--- config.mk ---
export PLATFORM = sky130hd
export DESIGN_NAME = asic_turbo_sequencer
export DESIGN_NICKNAME = d
export VERILOG_FILES = /design/src/rtl/asic_turbo_sequencer.sv
export SDC_FILE = /design/constraint.sdc
export NUM_CORES = 1
export LEC_CHECK = 0
export BUFFER_PORTS_ARGS = -buffer_cell sky130_fd_sc_hd__buf_2
export CAP_MARGIN = 10
export CORE_MARGIN = 2
export CORE_UTILIZATION = 50
export DETAILED_ROUTE_END_ITERATION = 8
export GPL_TIMING_DRIVEN = 0
export PLACE_DENSITY = 0.79
export SKIP_LAST_GASP = 1
export SYNTH_ARGS = -nofsm -noshare
export SYNTH_HDL_FRONTEND = slang
export SYNTH_SLANG_ARGS = --single-unit
--- constraint.sdc ---
create_clock -name clk -period 7.9 [get_ports clk]
set_clock_uncertainty 0.2 [all_clocks]
set_input_delay 0 -clock clk [delete_from_list [all_inputs] [get_ports clk]]
set_output_delay 0 -clock clk [all_outputs]
set_load 0.01 [all_outputs]
--- src/rtl/asic_turbo_sequencer.sv ---
// -----------------------------------------------------------------------------
// asic_turbo_sequencer
//
// Runs one decode on the external turbo-decoder ASIC: pulses the ASIC reset,
// streams 7-bit soft symbols onto asic_in under asic_enable_f, issues Go,
// waits for Start, then collects the decoded bits the ASIC clocks out on Dclk.
// It takes the place of software bit-banging of the ASIC control pins and
// sits between the Avalon register/FIFO logic and the ASIC pins.
//
// Parameters
//   CLK_DIV  clk cycles per asic_clock half-period (>= 1)
//   LEN_W    width of the frame-length counters
//   RST_CYC  clk cycles asic_nreset is held low at the start of a run
//   TIMEOUT  clk cycles allowed in WAIT_START, and per bit in CAPTURE
//
// Ports
//   clk, reset         system clock, synchronous active-high reset
//   cmd_start          pulse: start a run (ignored while busy)
//   cmd_abort          pulse: abandon any run, back to IDLE
//   cmd_mode, cmd_len  run parameters, latched on an accepted cmd_start
//   in_valid/in_data   soft-symbol source; in_ready marks the accept cycle
//   out_valid/out_data one pulse per decoded bit (no backpressure)
//   busy               high while a run is in progress
//   done, err_timeout  sticky status, cleared by the next cmd_start
//   asic_*  (outputs)  ASIC control pins and symbol bus
//   asic_start, asic_dclk, asic_bitout1  asynchronous ASIC outputs
// -----------------------------------------------------------------------------
module asic_turbo_sequencer #(
  parameter int CLK_DIV = 4,
  parameter int LEN_W   = 16,
  parameter int RST_CYC = 16,
  parameter int TIMEOUT = 1048576
) (
  input  logic             clk,
  input  logic             reset,
  input  logic             cmd_start,
  input  logic             cmd_abort,
  input  logic             cmd_mode,
  input  logic [LEN_W-1:0] cmd_len,
  input  logic             in_valid,
  input  logic [6:0]       in_data,
  output logic             in_ready,
  output logic             out_valid,
  output logic             out_data,
  output logic             busy,
  output logic             done,
  output logic             err_timeout,
  output logic             asic_nreset,
  output logic             asic_clock,
  output logic             asic_go,
  output logic             asic_mode,
  output logic             asic_enable_f,
  output logic [6:0]       asic_in,
  input  logic             asic_start,
  input  logic             asic_dclk,
  input  logic             asic_bitout1
);

  localparam int DIV_W = (CLK_DIV > 1) ? $clog2(CLK_DIV) : 1;
  localparam int RST_W = (RST_CYC > 1) ? $clog2(RST_CYC) : 1;
  localparam int TMR_W = (TIMEOUT > 1) ? $clog2(TIMEOUT) : 1;

  typedef enum logic [2:0] {
    S_IDLE,
    S_RESET_ASIC,
    S_LOAD,
    S_GO,
    S_WAIT_START,
    S_CAPTURE,
    S_DONE,
    S_ERROR
  } state_t;

  state_t             state;
  logic [DIV_W-1:0]   div_cnt;
  logic [RST_W-1:0]   rst_cnt;
  logic [TMR_W-1:0]   timer;
  logic [LEN_W-1:0]   len_q;
  logic [LEN_W-1:0]   load_cnt;
  logic [LEN_W-1:0]   cap_cnt;

  // Two-flop synchronisers for the asynchronous ASIC outputs, plus one extra
  // stage on dclk for edge detection.
  logic [1:0]         start_sync;
  logic [1:0]         dclk_sync;
  logic [1:0]         bit_sync;
  logic               dclk_prev;

  logic               tick_half;
  logic               tick_fall;
  logic               dclk_rise;

  // tick_half: the divider wraps and asic_clock toggles at the coming edge.
  // tick_fall: that toggle takes asic_clock from 1 to 0. Symbol and Go
  // changes are aligned to it so they are stable around the ASIC's rising edge.
  assign tick_half = (div_cnt == DIV_W'(CLK_DIV - 1));
  assign tick_fall = tick_half && asic_clock;
  assign dclk_rise = dclk_sync[1] && !dclk_prev;

  // Decoded from registers only, so the source sees a clean handshake window.
  assign in_ready = (state == S_LOAD) && tick_fall && (load_cnt < len_q);
  assign busy     = !(state inside {S_IDLE, S_DONE, S_ERROR});

  // ---------------------------------------------------------------------------
  // Input synchronisers
  // ---------------------------------------------------------------------------
  always_ff @(posedge clk) begin
    if (reset) begin
      start_sync <= '0;
      dclk_sync  <= '0;
      bit_sync   <= '0;
      dclk_prev  <= 1'b0;
    end else begin
      // NOTE: non-blocking assignments let each stage sample the previous
      // stage's pre-edge value; blocking here would collapse the chain.
      start_sync <= {start_sync[0], asic_start};
      dclk_sync  <= {dclk_sync[0], asic_dclk};
      bit_sync   <= {bit_sync[0], asic_bitout1};
      dclk_prev  <= dclk_sync[1];
    end
  end

  // ---------------------------------------------------------------------------
  // Sequencer FSM, ASIC clock divider and all registered outputs
  // ---------------------------------------------------------------------------
  always_ff @(posedge clk) begin
    if (reset) begin
      state         <= S_IDLE;
      div_cnt       <= '0;
      rst_cnt       <= '0;
      timer         <= '0;
      len_q         <= '0;
      load_cnt      <= '0;
      cap_cnt       <= '0;
      out_valid     <= 1'b0;
      out_data      <= 1'b0;
      done          <= 1'b0;
      err_timeout   <= 1'b0;
      asic_nreset   <= 1'b0;
      asic_clock    <= 1'b0;
      asic_go       <= 1'b0;
      asic_mode     <= 1'b0;
      asic_enable_f <= 1'b0;
      asic_in       <= '0;
    end else begin
      out_valid <= 1'b0;

      // Free-running divider; RESET_ASIC parks it at zero below.
      if (state != S_RESET_ASIC) begin
        if (tick_half) begin
          div_cnt    <= '0;
          asic_clock <= ~asic_clock;
        end else begin
          div_cnt <= div_cnt + DIV_W'(1);
        end
      end

      if (cmd_abort) begin
        // Sticky status survives an abort; everything run-related clears.
        state         <= S_IDLE;
        asic_go       <= 1'b0;
        asic_enable_f <= 1'b0;
        asic_nreset   <= 1'b1;
        rst_cnt       <= '0;
        timer         <= '0;
        load_cnt      <= '0;
        cap_cnt       <= '0;
      end else if (cmd_start && !busy) begin
        len_q       <= cmd_len;
        asic_mode   <= cmd_mode;
        done        <= 1'b0;
        err_timeout <= 1'b0;
        rst_cnt     <= '0;
        timer       <= '0;
        load_cnt    <= '0;
        cap_cnt     <= '0;
        if (cmd_len == '0) begin
          // Nothing to decode: finish without touching the ASIC pins.
          state       <= S_DONE;
          done        <= 1'b1;
          asic_nreset <= 1'b1;
        end else begin
          state       <= S_RESET_ASIC;
          asic_nreset <= 1'b0;
          asic_clock  <= 1'b0;
          div_cnt     <= '0;
        end
      end else begin
        case (state)
          S_IDLE, S_DONE: begin
            asic_nreset <= 1'b1;
          end

          S_ERROR: begin
            // Keep the ASIC parked in reset until software restarts a run.
            asic_nreset <= 1'b0;
          end

          S_RESET_ASIC: begin
            asic_clock <= 1'b0;
            div_cnt    <= '0;
            if (rst_cnt == RST_W'(RST_CYC - 1)) begin
              rst_cnt     <= '0;
              asic_nreset <= 1'b1;
              state       <= S_LOAD;
            end else begin
              rst_cnt <= rst_cnt + RST_W'(1);
            end
          end

          S_LOAD: begin
            if (tick_fall) begin
              if (load_cnt < len_q) begin
                if (in_valid) begin
                  asic_in       <= in_data;
                  asic_enable_f <= 1'b1;
                  load_cnt      <= load_cnt + LEN_W'(1);
                end else begin
                  // Bubble: the ASIC sees enable low for this whole period.
                  asic_enable_f <= 1'b0;
                end
              end else begin
                // Last symbol period has ended; Go spans the next full period.
                asic_enable_f <= 1'b0;
                asic_go       <= 1'b1;
                state         <= S_GO;
              end
            end
          end

          S_GO: begin
            if (tick_fall) begin
              asic_go <= 1'b0;
              timer   <= '0;
              state   <= S_WAIT_START;
            end
          end

          S_WAIT_START: begin
            if (start_sync[1]) begin
              timer <= '0;
              state <= S_CAPTURE;
            end else if (timer == TMR_W'(TIMEOUT - 1)) begin
              err_timeout <= 1'b1;
              asic_nreset <= 1'b0;
              state       <= S_ERROR;
            end else begin
              timer <= timer + TMR_W'(1);
            end
          end

          S_CAPTURE: begin
            if (dclk_rise) begin
              // bitout1 shares dclk's synchroniser depth, so bit_sync holds
              // the value the ASIC presented at its Dclk edge.
              out_valid <= 1'b1;
              out_data  <= bit_sync[1];
              timer     <= '0;
              if ((cap_cnt + LEN_W'(1)) == len_q) begin
                cap_cnt <= '0;
                done    <= 1'b1;
                state   <= S_DONE;
              end else begin
                cap_cnt <= cap_cnt + LEN_W'(1);
              end
            end else if (timer == TMR_W'(TIMEOUT - 1)) begin
              err_timeout <= 1'b1;
              asic_nreset <= 1'b0;
              state       <= S_ERROR;
            end else begin
              timer <= timer + TMR_W'(1);
            end
          end

          default: begin
            state <= S_IDLE;
          end
        endcase
      end
    end
  end

endmodule

# --- Word-level counts from Yosys, hierarchy flattened ---
# Index checks and enable logic that the tools add are counted.
op_classes:
  n_mul: 0
  div: 0
  n_mux: 54
  addsub: 5
  reduce_logical: 34
  bitwise: 4
  n_eq_ne: 25
  shifts: 0
  magnitude_cmp: 1
op_table:
  columns: ["op", "n"]
  rows:
  - ["$mux W20", 4]
  - ["$pmux W20 S3", 1]
  - ["$add A16 B1 Y16 const B", 2]
  - ["$mux W3", 10]
  - ["$mux W1", 27]
  - ["$add A20 B1 Y20 const B", 1]
  - ["$eq A20 B20 Y1 const B", 1]
  - ["$reduce_and A4 Y1", 5]
  - ["$eq A16 B16 Y1", 1]
  - ["$logic_not A16 Y1", 1]
  - ["$lt A16 B16 Y1", 1]
  - ["$mux W16", 1]
  - ["$ne A4 B4 Y1 const B", 4]
  - ["$ne A3 B3 Y1 const B", 5]
  - ["$pmux W3 S5", 1]
  - ["$eq A3 B3 Y1 const B", 4]
  - ["$mux W2", 6]
  - ["$reduce_and A6 Y1", 2]
  - ["$reduce_bool A3 Y1", 3]
  - ["$reduce_bool A2 Y1", 4]
  - ["$reduce_bool A7 Y1", 1]
  - ["$eq A3 B2 Y1 const B", 2]
  - ["$ne A2 B2 Y1 const B", 3]
  - ["$reduce_and A2 Y1", 3]
  - ["20 further kinds", 30]
word_totals:
  register_bits: 100
  mem_count: 0
  latch_bits: 0
  romBits: 0
  mem_bits_rw: 0

# --- Logic depth before layout (Yosys ltp) ---
# Gate-level depths: netlist of the first run.
logic_depth:
  depth_word: 6
  mapped_depth: 10

# --- Worst setup path before layout of the first run ---
# Ideal clock, no wire load.
synth_path:
  kind: "flip-flop to flip-flop"
  startpoint: "register cap_cnt[0]"
  endpoint: "register cap_cnt[14]"
  arrival_time_ns: 2.406
  synth_period_minus_slack_ns: 2.721
  setup_slack_ns: 5.179
  path_stages_with_launch: 10
  setup_ns: 0.116
  cell_sequence: "dfxtp_1 > ha_1 > nand4_2 > a2111o_1 > a2111oi_2 > a221oi_2 > nor4_4 > buf_6 > a21oi_1 > a31o_1"
synth_between:
  elab_chain_len: 3
synth_rtl:
  columns: ["element", "line_no", "rtl"]
  rows:
  - ["from (decl)", "80", "logic [LEN_W-1:0] cap_cnt;"]
  - ["from (signal assigned)", "264", "cap_cnt <= cap_cnt + LEN_W'(1);"]
  - ["$add A16 B1 Y16 *", "259, 264", null]
  - ["$eq A16 B16 Y1", "259", "if ((cap_cnt + LEN_W'(1)) == len_q) begin"]
  - ["$mux W16 *", "259", null]
# Mark *: on every way between the ends. The rest lies on a longest branch, timed or not.
# A chain may end at the register's enable or synchronous reset.

# --- Worst setup path in the final report of the first run ---
layout_path:
  startpoint: "register state[1]"
  endpoint: "register load_cnt[9]"
layout_between:
  elab_chain_len: 4
  elab_cells_between_ends: 8
  classes_between: "eq/ne (3); reduce/logical (5)"
layout_rtl:
  columns: ["element", "line_no", "rtl"]
  rows:
  - ["from (decl)", "74", "state_t state;"]
  - ["from (signal assigned)", "128", "state <= S_IDLE;"]
  - ["from (signal assigned)", "160", "state <= S_IDLE;"]
  - ["from (signal assigned)", "179", "state <= S_DONE;"]
  - ["$eq A3 B3 Y1 or $logic_not A3 Y1 (tied branches)", "102", "assign busy = !(state inside {S_IDLE, S_DONE, S_ERROR});"]
  - ["$reduce_bool A3 Y1", "102", null]
  - ["$logic_and A1 B1 Y1", "168", "end else if (cmd_start && !busy) begin"]
  - ["$reduce_or A3 Y1 (no line)", null, null]
  - ["to (signal assigned)", "217", "load_cnt <= load_cnt + LEN_W'(1);"]
  - ["to (decl)", "79", "logic [LEN_W-1:0] load_cnt;"]
# Parallel ways exist; a longest one is shown, timed or not.

==> results of run 1 <==
final cells by class:
type / instances / area, µm² / share of cell area
multi-input combinational: 544 / 3353 / 0.5033
clock inverter: 4 / 55.05 / 0.008263
timing repair buffer: 78 / 540.5 / 0.08113
antenna: 1 / 2.502 / 0.0003756
sequential: 100 / 2002 / 0.3005
tap: 140 / 175.2 / 0.02629
inverter: 24 / 90.09 / 0.01352
buffer: 41 / 187.7 / 0.02817
clock buffer: 12 / 256.5 / 0.03850
per-layer routing:
layer / share of wire / wire (µm) / up-vias
met5: 0 / 0 / -
met4: 0.035 / 571 / 0
met3: 0.063 / 1020 / 56
met2: 0.49 / 7896 / 230
met1: 0.41 / 6653 / 2678
li1: - / - / 2763
power by group through the flow:
stage | Combinational (µW) | Clock [µW] | Sequential [µW]
floorplan | 68.1 | 0 | 532
global placement | 97.4 | 0 | 535
detailed placement | 100 | 0 | 535
CTS | 113 | 467 | 523
global route | 126 | 487 | 524
finish | 115 | 466 | 524
worst max-delay path, stage by stage, from the launching register on:
cell      delay (ns)
dfxtp_1         0.33
clkbuf_1        0.21
nor3_1          0.33
o21ai_0         0.32
nand2_1         0.27
clkbuf_1        0.41
clkbuf_1        0.54
clkbuf_1        0.55
a21oi_1         0.09
layout by cell type (no fill, tap or decap), types with 12 or more instances in the layout:
cell           instances
dfxtp_1              100
nand2_1               85
a21oi_1               72
nor2_1                54
buf_2                 51
nand3_1               46
clkbuf_1              31
o21ai_0               31
dlygate4sd3_1         30
inv_1                 24
ha_1                  21
nor3_1                17
nand4_1               16
xnor2_1               16
or4_1                 15
or3_1                 15
nor2b_1               12
through the flow:
stage               utilization  total power, µW  hold slack, ns
detailed placement       0.5531            635.3         0.01968
global route             0.6093             1137          0.1045
floorplan                     -            599.8        -0.07182
finish                   0.6093             1105         0.05000
CTS                      0.6090             1102         0.04619
global placement         0.5531            632.1        0.009241
cell families after synthesis:
kind of cell,Yosys count,share of synthesized area
adders and majority gates,21,0.04665
buffers and inverters,65,0.04931
xor gates and xnor gates,28,0.04598
DFF,100,0.3554
AOI/OAI and AO/OA,175,0.1997
and+or+nand+nor,310,0.2852
muxes,10,0.01777
how the worst min path moves through the flow:
stage	slack, ns	cells after the start	end
floorplan	-0.07	1	bit_sync[0]
global placement	0.009	2	start_sync[0]
detailed placement	0.02	2	bit_sync[0]
CTS	0.05	6	load_cnt[2]
global route	0.10	6	load_cnt[2]
finish	0.05	6	load_cnt[2]
cells in the mapped netlist, types with 2 or more instances:
master / n / share of area
nor4_1: 10 / 0.011
nor2_1: 54 / 0.036
a31oi_1: 10 / 0.011
a31o_2: 3 / 0.0047
nor2b_1: 12 / 0.013
a311oi_1: 3 / 0.0047
a21o_1: 2 / 0.0027
o31ai_1: 8 / 0.011
and2_1: 3 / 0.0033
nor3b_1: 2 / 0.0027
or4_1: 15 / 0.020
inv_1: 24 / 0.016
o2111ai_1: 2 / 0.0031
mux2i_1: 10 / 0.018
nand4b_1: 2 / 0.0031
xor2_1: 11 / 0.017
o21ai_1: 2 / 0.0018
buf_4: 6 / 0.0080
nand3b_1: 3 / 0.0040
or3_1: 15 / 0.017
a41oi_1: 2 / 0.0031
and4_1: 2 / 0.0031
o21ai_0: 31 / 0.028
o21a_1: 5 / 0.0067
nor3_1: 17 / 0.015
nand2_1: 85 / 0.057
nand4_2: 2 / 0.0044
and3_1: 5 / 0.0056
nand4_1: 16 / 0.018
clkbuf_1: 30 / 0.020
a221oi_1: 3 / 0.0047
a31o_1: 9 / 0.014
dfxtp_1: 100 / 0.36
ha_1: 21 / 0.047
buf_2: 3 / 0.0027
nand2b_1: 8 / 0.0089
or2_2: 6 / 0.0067
xnor2_1: 16 / 0.025
a211oi_1: 6 / 0.0080
o22ai_1: 2 / 0.0022
a21oi_1: 72 / 0.064
nand3_1: 46 / 0.041
sequential cells by signal, summed over array words and instances (netlist names), 2 cells and up:
| name | flops |
|---|---|
| asic_in | 7 |
| bit_sync | 2 |
| cap_cnt | 16 |
| dclk_sync | 2 |
| div_cnt | 2 |
| len_q | 16 |
| load_cnt | 16 |
| rst_cnt | 4 |
| start_sync | 2 |
| state | 3 |
| timer | 20 |
timing repair:
action                    CTS  global route
resized for setup           0             0
hold endpoints to repair   33             0
hold buffers               30             0
==> results summary, run 1 <==
The setup violation total in the final timing report came out at 0. The insertion delay to the later sink of the worst-skew pair is 0.35 ns. The number of antenna violations at the first check in global routing came out at 1. The final number of hold-violating endpoints came out at 0. The final wirelength came out at 16140 µm. The worst hold path belongs to the class primary input to register. The met2 usage came out at 0.4715. The reg-to-reg endpoint is load_cnt[9]. Setup repair after global routing left no endpoint under its margin. For this run, the leading register cell type out of synthesis is dfxtp_1.

Counting I/O delays and the setup requirement, the final critical path takes 3.397 ns. Tracing the worst setup path back leads to its startpoint at state[1]. The total global routing overflow is 0. The peak supply drop came out at 0.1519 mV. The launching element type of the critical path is a register. The total CTS buffers came out at 9. The setup slack at placement is 4.641 ns. At the worst endpoint, the arrival time is 3.40 ns. The initial utilization of the core area, before any placement, comes to 0.5151. The post-synthesis register bit count came out at 100. After layout, the worst setup slack is 4.503 ns.

The sequential area share after synthesis came out at 0.3554. Headroom to the max-slew limit came out at 0.4170. Clock-pin slew was measured on the worst setup and hold paths at 0.07 ns. The I/O pin count came out at 50. The share of synthesized registers carrying an async set or reset is 0. The average routed wire per standard cell came out at 17.10 µm. Once detail routing completed, the nets flagged for antenna violations numbered 0. The internal power is 826.0 µW. The worst reg2reg path startpoint is state[1]. The number of enable flip-flop cells after synthesis came out at 0. The number of DRC violations after detailed routing is 0. The number of global-route vias before repair is 5431. Power spread over the standard cell area amounts to 165.9 nW/µm².

The switching share of power is 0.2526. The global-route usage over all layers came out at 0.2775. The ratio of routed vias to standard cells is 6.067. Yosys printed 0 warnings.

The post-synth net total came out at 762. The number of I/O port buffers is 48. The die is 110.1 µm wide. The die is 110.1 µm tall.

The worst hold path begins at in_valid. For this run, global-route usage on met3 was measured as 0.04938. In this run the static leakage power is 0.002380 µW.

The synthesis-to-finish area growth came out at 18.28%. The cell row count is 38. The number of different library cells used by synthesis comes to 67. The power share of the clock group came out at 0.422.

The cell area after layout is 6663 µm². In the final timing run, aggregate negative setup slack is 0 ns. The region available for standard cell placement spans 10940 µm².

Including well taps, the total number of placed cells is 897. The count of nets after finishing came out at 851. The run finished with clean final reports. The number of buffers on the longest clock path came out at 2. The filler-free cell count of the finished design is 944.

The die area is 12130 µm². The type of the worst setup path is register to register. The nature of the critical path endpoint is a register. The capture point of the worst path is load_cnt[9].

The switching component of the power is 279.1 µW. The highest net fanout along the worst path came out at 10. TritonCTS built the clock tree. For the pin with the worst max-slew slack, the measured transition is 0.8712 ns.

Clock tree synthesis found a total of 100 sinks. The cell count after synthesis is 709. The cell sitting at the root of the clock tree is a clkbuf_16.

The met1 capacity usage during global routing came out at 0.3437. The total vias in the final route came out at 5727. In the final layout, the share of cells above drive strength 1 is 0.1171.

The power share of the combinational group came out at 0.104. Routability-driven placement finished with a final weighted congestion of 0.9156. The number of inserted filler cells in the final layout is 982. After the first detailed-routing iteration, the DRC count stood at 529. The post-place instance area came out at 6048 µm². Of the total power, registers draw 0.474. The reg2reg setup slack came out at 4.50 ns. The final critical-path share of the clock period is 0.4300. The post-CTS setup repair buffer count came out at 0. The required arrival time at the worst endpoint is 7.90 ns. The deepest level of the CTS H-tree is 3. The first-pass GRT wire length came out at 26460 µm. Max-cap violations in this run came to 0. The maximum achievable frequency is 294.4 MHz.

The max-slew violation total from the final report was 0. In this run the cell area of the synthesized design comes to 5633 µm². The mean area per synthesized cell is 7.945 µm². The global routing stage identified its most utilized layer as met2. The worst reg-to-reg path cell count is 8.

The sum of net half-perimeters after detailed placement came out at 11290 µm. For this run, the detailed router's first-pass iteration total came to 5. The pin count of the biggest net entering global routing came out at 17.
Note: power is estimated with default switching activity, not from simulation.
==> inputs of run 2 (changes only) <==
- ABC_AREA: not set -> 1
- PLACE_DENSITY: 0.79 -> 0.81
- clock period: 7.9 -> 3.1 ns (I/O delays scaled with it)
==> run 2 against run 1 <==
- combinational power grew to 6.1 times the previous value
- highest routed layer unchanged
- total power grew to 3.0 times the previous value
- via count grew 5.7%
==> results summary, run 2 <==
The total CTS buffers is 9 (unchanged). The number of I/O port buffers is 47 (-2.1%). The mapped cell area is 5658 µm² (+0.44%). The mean area per synthesized cell is 6.533 µm² (-18%).

The number of global-route vias before repair is 5394 (-0.68%). The share of synthesized cell area in and, or, nand and nor gates came out at 0.3441 (+0.05889). The signal on the critical path passes through nor2_1 > inv_1 > nand3_1 > nor2_2 > inv_1 > nor2_2 > inv_1 > clkbuf_1 > o21ai_0 > a21oi_1.

The delay of the slowest cell on the worst path came out at 0.43 ns (-0.12 ns). The sequential area share after synthesis came out at 0.3538 (-0.001572). The first-pass GRT wire length came out at 25080 µm (-5.2%). The flow ran to the end, and the final reports show no timing, DRC or antenna violations. The xor and xnor fraction of the mapped netlist area is 0.009288 (-0.03669). The total number of yosys warnings came out at 0 (unchanged). The total global routing overflow came out at 0 (unchanged). TritonCTS built the clock tree. The root buffer cell chosen for the clock tree is clkbuf_16. The post-synth net total came out at 919 (+21%). The detailed-routing wirelength on met1 came to 6942 µm (+4.3%).

By count the netlist is led by nand2_1 (206), inv_1 (110), nor2_1 (102). The count of maximum capacitance violations is 0 (unchanged). The share of synthesized registers carrying an async set or reset is 0 (unchanged). The cell count after synthesis came out at 866 (+22%). The I/O pin count is 50 (unchanged). The starting utilization of the core area came out at 0.5174 (+0.002288). The synthesis-to-finish area growth came out at 18.42%.

Setup repair after global routing left no endpoint under its margin. The setup total negative slack came out at 0 ns (unchanged). The die area is 12180 µm² (+0.43%). The power density relative to cell area is 495.6 nW/µm² (+200%). The x dimension of the die came out at 110.4 µm (+0.21%). The post-synthesis register bit count is 100 (unchanged). The library cell used most frequently in the layout, excluding fill and tap cells, is nand2_1.

The count of nets after finishing came out at 1008 (+18%). By instance count, the cell type seen most on the critical path is inv_1. The highest net fanout along the worst path was 10 (unchanged).

The share of synthesized cell area in full adder, half adder and majority cells came out at 0.04644 (-0.0002063). The required arrival time at the worst endpoint is 3.13 ns (-4.77 ns). The leakage component of the power came out at 0.002874 µW (+21%). The final critical-path share of the clock period came to 0.9227 (+0.4926). The maximum achievable frequency came out at 349.6 MHz (+19%). The setup violation total in the final timing report is 0 (unchanged).

The flip-flop count of the largest register after layout came out at 20 (unchanged). After synthesis, the cell types taking the most area are dfxtp_1 (35%), nand2_1 (14%), inv_1 (7.3%). The final-layout worst hold slack came to 0.05768 ns (+0.007682 ns). The area fraction in compound gates after synthesis came to 0.1497 (-0.04998). The number of enable flip-flop cells after synthesis came out at 0 (unchanged). The worst setup path is captured at a register. The number of buffers on the longest clock path is 2 (unchanged). The pin count of the biggest net entering global routing is 20 (+3). In this run the top signal layer used is met4. The sink count of the clock tree came out at 100 (unchanged).

The share of cell area taken by muxes after synthesis came out at 0.001769 (-0.01600). The total vias in the final route is 6052 (+5.7%). The total length of routed met2 wires came to 6926 µm (-12%). The max-slew violation total from the final report came out at 0 (unchanged). The number of DRC violations after detailed routing came out at 0 (unchanged).

The area fraction of the dominant cell type after synthesis was 0.3538 (-0.001572). The die outline height is 110.4 µm (+0.21%). The final wirelength is 15670 µm (-2.9%).

In this run the worst hold path is classified as primary input to register. The utilization of the core after routing came out at 0.6127 (+0.003432). The clock transition at the registers of the reported paths is 0.08 ns (about the same). The proportion of layout cells with a drive suffix above 1 is 0.1083 (-0.008728).

The peak supply drop came out at 0.4943 mV (+230%). The number of antenna violations at the first check in global routing is 1 (unchanged). The number of distinct library cells after synthesis came to 47 (-30%).

The insertion delay to the later sink of the worst-skew pair came out at 0.37 ns (+0.02 ns). The arrival time of the worst setup path is 2.89 ns (-0.51 ns). The transition at the pin with the smallest max-transition slack is 0.7046 ns (-0.1666 ns).

The dominant combinational cell family by area after synthesis is simple AND/OR/NAND/NOR gates. In the layout the commonest cells are nand2_1 (206), inv_1 (110), nor2_1 (100), dfxtp_1 (100), a21oi_1 (79). The post-CTS setup repair buffer count is 0 (unchanged).

The library cell with the largest summed area after synthesis is dfxtp_1. The main flop type after synthesis is dfxtp_1. The worst slew margin relative to its limit is 0.5267 (+0.1096). The deepest level of the CTS H-tree came out at 3 (unchanged).

The final number of hold-violating endpoints came out at 0 (unchanged). The last weighted congestion value of the routability-driven placer is 0.9812 (+7.2%). The met3 wire length is 1247 µm (+22%). The antenna violation net count after detailed routing came out at 0 (unchanged). The global-route usage over all layers came out at 0.2668 (-0.01076). timer holds more flip-flops than any other register. The ratio of routed vias to standard cells came out at 5.497 (-9.4%). nand2_1 is the most common cell in the netlist. The setup path with the least slack is of type register to register.

The shortest clock period the worst path allows after layout is 2.860 ns (-0.5371 ns). STA classifies the critical path startpoint as a register. The sum of net half-perimeters after detailed placement came out at 11030 µm (-2.3%). The average routed wire per standard cell is 14.24 µm (-17%). The number of optimization iterations in the first detailed-route pass is 7 (+2).

The cell row count was 38 (unchanged). The area of the core came out at 10940 µm² (unchanged). The slowest stage of the critical path belongs to the cell dfxtp_1. The starting DRC count in detailed routing is 464 (-12%).
==> run 2: cell types whose count changed in the layout (fill, tap and decap cells not counted), sizes merged, moves of 9 or more <==
cell | previous run | this run
nand3 | 47 | 75
or4 | 16 | 0
a31o | 12 | 1
xnor2 | 16 | 2
clkbuf | 42 | 17
or3 | 15 | 0
o21ai | 33 | 55
nor2 | 54 | 114
nor2b | 12 | 0
nor4 | 12 | 2
mux2i | 10 | 1
inv | 25 | 123
nand2 | 85 | 210
==> run 2: worst max-delay path, delay by kind of cell, from the launching register on <==
| family | cells | cell delay, ns |
|---|---|---|
| AO/OA/AOI/OAI | 2 | 0.44 |
| buffers and inverters | 4 | 0.72 |
| flip-flops | 1 | 0.43 |
| AND/OR/NAND/NOR | 4 | 0.93 |
==> run 2: final timing paths <==
path,startpoint,end,slack [ns],cells after the start
hold reg to reg,start_sync[0],start_sync[1],0.20,2
hold / removal,cmd_start,state[2],0.06,7
setup / recovery,state[2],len_q[15],0.24,10
setup reg to reg,state[2],len_q[15],0.24,10
==> run 2: logic make-up (layout without fill, tap and decap cells) <==
kind of cell | count (synthesis) | count (layout)
fa+ha+maj | 21 | 21
flops | 100 | 100
other cells | 0 | 1
buf+inv | 138 | 232
xor+xnor | 6 | 6
compound gates | 154 | 154
simple gates | 446 | 446
mux | 1 | 1
==> run 2: power by group <==
group	internal, µW	total [µW]	switching, µW
logic	235	700	466
clock network	649	1220	571
registers	1350	1400	49.3
total	2230	3320	1090
==> run 2: layer usage <==
metal	global-route usage	up-vias
met5	0	-
met4	0.1098	0
met3	0.06349	49
met2	0.4224	261
met1	0.3491	2716
li1	-	3026
==> run 2: layout make-up <==
type                            instances  area [µm²]
Fill cell                            1031        4235
Clock buffer                            9       225.2
Clock inverter                          7       88.84
Multi-Input combinational cell        628        3124
Tap cell                              140       175.2
Inverter                              119       446.7
Antenna cell                            1       2.502
Sequential cell                       100        2002
Timing Repair Buffer                   78       545.5
Buffer                                 19       90.09
==> run 2: what timing repair did <==
action | in CTS | in global routing
endpoints found under the hold margin | 37 | 0
hold buffers | 31 | 0
resized for setup | 0 | 2
endpoints found under the setup margin | 0 | 1
==> run 2: per-stage QoR <==
stage                     power (µW)  instance area (µm²)  cells  worst slack [ns]
after floorplan                 1875                 5658    866            0.8097
after global placement          2053                 6068   1053            0.4093
after detailed placement        2067                 6068   1053            0.3906
after CTS                       3314                 6693   1100            0.2565
after global routing            3480                 6700   1101           0.07077
final                           3321                 6700   1101            0.2398
